`src/rtl/hack_cpu_core.sv`:
```
// rtl/hack_cpu_core.sv - Hack CPU control core: A/D/PC registers, decode, jump and write control
module hack_cpu_core (
    input  logic        clk,
    input  logic        reset,
    input  logic        stall,
    input  logic [15:0] instruction,
    input  logic [15:0] inM,
    input  logic [15:0] alu_out,
    input  logic        alu_zr,
    input  logic        alu_ng,
    output logic [15:0] alu_x,
    output logic [15:0] alu_y,
    output logic        alu_zx,
    output logic        alu_nx,
    output logic        alu_zy,
    output logic        alu_ny,
    output logic        alu_f,
    output logic        alu_no,
    output logic [15:0] outM,
    output logic        writeM,
    output logic [14:0] addressM,
    output logic [14:0] pc
);

    // Architectural state
    logic [15:0] a_q, a_d;
    logic [15:0] d_q, d_d;
    logic [14:0] pc_q, pc_d;

    // Decoded instruction fields
    logic        is_c;
    logic        a_bit;
    logic        dest_a, dest_d, dest_m;
    logic        j_lt, j_eq, j_gt;
    logic        take;
    logic        unused_bits;

    assign is_c   = instruction[15];
    assign a_bit  = instruction[12];
    assign dest_a = instruction[5];
    assign dest_d = instruction[4];
    assign dest_m = instruction[3];
    assign j_lt   = instruction[2];
    assign j_eq   = instruction[1];
    assign j_gt   = instruction[0];

    // Bits [14:13] of a C-instruction carry no meaning
    assign unused_bits = ^instruction[14:13];

    // Jump condition evaluated from the flags of the ALU result computed this cycle
    assign take = is_c & ((j_lt & alu_ng) | (j_eq & alu_zr) | (j_gt & ~alu_ng & ~alu_zr));

    // ALU operand and control drive; purely combinational so the ALU settles even while stalled
    assign alu_x  = d_q;
    assign alu_y  = a_bit ? inM : a_q;
    assign alu_zx = instruction[11];
    assign alu_nx = instruction[10];
    assign alu_zy = instruction[9];
    assign alu_ny = instruction[8];
    assign alu_f  = instruction[7];
    assign alu_no = instruction[6];

    // Memory side: address is the old A, so dest=AM writes to the pre-update address
    assign outM     = alu_out;
    assign addressM = a_q[14:0];
    assign writeM   = is_c & dest_m & ~stall & ~reset;
    assign pc       = pc_q;

    // Next-state selection for A, D and PC; stall freezes everything
    always_comb begin
        a_d  = a_q;
        d_d  = d_q;
        pc_d = pc_q + 15'd1;
        if (stall) begin
            pc_d = pc_q;
        end else if (!is_c) begin
            a_d = instruction;
        end else begin
            if (dest_a) a_d = alu_out;
            if (dest_d) d_d = alu_out;
            if (take)   pc_d = a_q[14:0];
        end
    end

    // State registers with synchronous active-high reset that overrides stall
    always_ff @(posedge clk) begin
        if (reset) begin
            a_q  <= 16'h0000;
            d_q  <= 16'h0000;
            pc_q <= 15'h0000;
        end else begin
            a_q  <= a_d;
            d_q  <= d_d;
            pc_q <= pc_d;
        end
    end

endmodule
```
`config.mk`:
```
export PLATFORM = sky130hd
export DESIGN_NAME = hack_cpu_core
export DESIGN_NICKNAME = d
export VERILOG_FILES = /design/src/rtl/hack_cpu_core.sv
export SDC_FILE = /design/constraint.sdc
export NUM_CORES = 1
export LEC_CHECK = 0
export ABC_CLOCK_PERIOD_IN_PS = 4000
export BUFFER_PORTS_ARGS = -buffer_cell sky130_fd_sc_hd__buf_2
export CAP_MARGIN = 30
export CELL_PAD_IN_SITES_DETAIL_PLACEMENT = 2
export CELL_PAD_IN_SITES_GLOBAL_PLACEMENT = 2
export CORE_MARGIN = 2
export CORE_UTILIZATION = 27
export DETAILED_ROUTE_END_ITERATION = 7
export PLACE_DENSITY_LB_ADDON = 0.1
export RECOVER_POWER = 50
export SLEW_MARGIN = 20
export SYNTH_ARGS = -nofsm -noshare
export SYNTH_HDL_FRONTEND = slang
export SYNTH_SLANG_ARGS = --single-unit
```
`constraint.sdc`:
```
create_clock -name clk -period 4 [get_ports clk]
set_input_delay 0.2 -clock clk [delete_from_list [all_inputs] [get_ports clk]]
set_output_delay 0.2 -clock clk [all_outputs]
set_load 0.05 [all_outputs]
```
==> flow_metrics.py <==
metrics = {
    "clock_tree": {
        "cts_buffers": 5,
        "postCtsSetupBuffers": 0,
        "postCtsResizedCells": 0,
        "ctsLongestPathBuffers": 2,
        "cts.sinks": 47,
        "path_clk_slew_ns": 0.09,
        "clk_latency_ns": 0.30,
        "ctsHoldBuffers": 0,
        "cts_tree": "done",
        "cts-root-buf": "clkbuf_8",
        "htree_levels": 2,
    },
    "synthesis": {
        "synth_top_area_cell": "dfxtp_1",
        "synth_area_mm2": 0.00277,
        "synth_top_family_by_area": "simple AND/OR/NAND/NOR gates",
        "synth-seq-area-share_pct": 34.0,
        "synth_seq_cells": 47,
        "synthTopCellsByArea": "dfxtp_1, buf_4, mux2i_1",
        "synth_nets": 384,
        "syn_avg_cell_area_um2": 8.39,
        "synth_cells": 330,
        "muxShareOfSynthArea_pct": 16.0,
        "synth-simple-area-share_pct": 19.3,
        "synthAdderAreaFrac_pct": 0.452,
        "synth_top_cell_area_share_pct": 34.0,
        "synth_xor_area_share_pct": 0,
        "synth_warnings": 0,
        "synth_cell_types": 45,
        "ys.flop_type": "dfxtp_1",
        "async_reset_ff_share_pct": 0,
        "synth_compound_area_share_pct": 15.4,
        "synth_edf_count": 0,
    },
    "floorplanning": {
        "core_mm2": 0.00986,
        "die_x_um": 105,
        "die_area_mm2": 0.0111,
        "io_pins": 138,
        "die_height_um": 105,
        "start_util_pct": 28.1,
        "num_rows": 36,
    },
    "finish": {
        "area_growth_pct": 20.4,
        "fillerInstances": 1246,
        "drive_gt1_share_pct": 25.9,
        "nets": 475,
        "n_antenna_cell": 0,
    },
    "power": {
        "power_uw": 1240,
        "powerDensity_mw_per_mm2": 371,
        "peakVddDrop_mv": 0.117,
        "p_leak_uw": 0.00134,
    },
    "placement": {
        "gp_congestion": 0.760,
        "dpl.hpwl_um": 7480,
        "pre_cts_ws_ns": 1.86,
        "portBuffers": 137,
    },
    "route": {
        "viasPerCell": 4.91,
        "dr.pass1.iters": 4,
        "dr_total_vias": 2721,
        "drtIter0Drc": 47,
        "antenna_left": 0,
        "wl_um": 9580,
        "drcViolationCount": 0,
        "wl_per_cell_um": 17.3,
    },
    "global_routing": {
        "grt_pass1_vias": 2852,
        "grt_max_degree": 47,
        "antenna_found_initial": 0,
        "grt_overflow": 0,
        "grt.total_usage_pct": 17.4,
        "grt_pass1_wl_um": 15500,
    },
    "worst_setup_path": {
        "path_max_fanout": 8,
        "cp.arrival_ns": 2.40,
        "r2r_start": "pc[0]",
        "cp-end-kind": "register",
        "r2r_end": "pc[14]",
        "r2r_setup_slack_ns": 1.83,
        "crit_type": "reg -> reg",
        "worstPathRequired_ns": 4.24,
        "crit_path_start_kind": "register",
        "reg2reg_depth": 5,
    },
    "sta": {
        "finalWorstSetupSlack_ns": 1.83,
        "worst_pin_slew_ns": 0.980,
        "timing.final.crit_share_pct": 54.1,
        "grt_setup_unrepaired": "false",
        "max_freq_mhz": 462,
        "slew_viol_final": 0,
        "clock_skew_ns": 0.0113,
        "hold_viol_final": 0,
        "fin_crit_ns": 2.17,
        "whs_ns": 0.151,
        "setup-tns-final_ns": 0,
        "slew-limit-headroom_pct": 34.7,
        "setup_viol_count_final": 0,
    },
    "worst_hold_path": {
        "min_path_type": "in -> reg",
        "holdPathStages": 3,
        "hp-start": "alu_out[14]",
        "whs_endpoint": "alu_x[14]",
    },
    "outcome": {
        "outcome": "finished, final reports clean",
    },
    "run": {
        "maxCapViolCount": 0,
    },
}
-- routing by layer --
metal / global-route usage [%] / vias to the layer above / wire, µm
li1: - / 1322 / -
met1: 23.0 / 1323 / 4370
met2: 28.5 / 69 / 4600
met3: 4.64 / 7 / 535
met4: 3.52 / 0 / 78
met5: 0 / - / 0
-- final cells by class --
type	count	area, µm²	share of cell area, %
multi-input combinational	212	1420	42.6
sequential	47	941	28.2
timing repair buffer	141	651	19.5
tap	133	166	4.99
clock buffer	6	72.6	2.18
inverter	14	52.6	1.58
clock inverter	1	30.0	0.901
-- Yosys cell counts, types with 2 or more instances --
cell	number
dfxtp_1	47
nand2_1	43
buf_4	37
a21oi_1	28
mux2i_1	25
nor2_1	19
mux2_2	17
a211oi_1	15
clkbuf_1	14
inv_1	13
o32ai_1	10
nand3_1	8
and2_1	4
buf_2	4
nor4_1	4
and3_1	3
nand4_1	3
or3_1	3
and4_1	2
buf_1	2
nand2b_1	2
nand3b_1	2
o21ai_0	2
or4_2	2
-- logic make-up after synthesis --
logic type | after synthesis
AND/OR/NAND/NOR | 106
flip-flops | 47
buffers and inverters | 71
multiplexers | 42
AO/OA/AOI/OAI | 63
adder cells (fa/ha/maj) | 1
-- flip-flops by register name, indices dropped and copies added (netlist names) --
register	count
a_q	16
alu_x	16
pc	15
-- report_power, final --
group,switching (µW),internal [µW],total [µW]
sequential,28.1,491,519
combinational,276,93.9,370
clock,162,184,346
-- worst max path at each step --
stage | from | to | slack, ns | depth (start not counted)
3_5_place_dp | pc[0] | pc[14] | 1.86 | 5
4_1_cts | pc[0] | pc[14] | 1.82 | 5
6_report | pc[0] | pc[14] | 1.83 | 5
3_3_place_gp | instruction[2] | pc[7] | 1.81 | 5
2_1_floorplan | pc[0] | pc[14] | 1.67 | 5
5_1_grt | pc[0] | pc[14] | 1.68 | 5
-- through the flow --
stage	util [%]	area, µm²	instances
after floorplan	-	2770	330
after global routing	33.8	3330	554
after detailed placement	33.4	3300	546
after CTS	34.4	3400	553
final	33.8	3330	554
after global placement	33.3	3280	545
-- worst max-delay path, stage by stage, from the launching register on --
cell and delay, ns:
dfxtp_1 0.47, ha_1 0.25, nand3_2 0.18, or4_1 0.54
or4b_1 0.49, a41oi_2 0.16
-- cells in the final DEF, fill, tap and decap left out, types with 8 or more instances in the layout --
cell type and count:
a211oi_1 15, nand2_1 43, buf_2 73, nor2_1 19, o32ai_1 10, a21oi_1 28, mux2i_1 25, mux2_2 17
inv_1 13, nand3_1 8, dfxtp_1 47, clkbuf_1 65
Power figures use the tool's default switching activity.
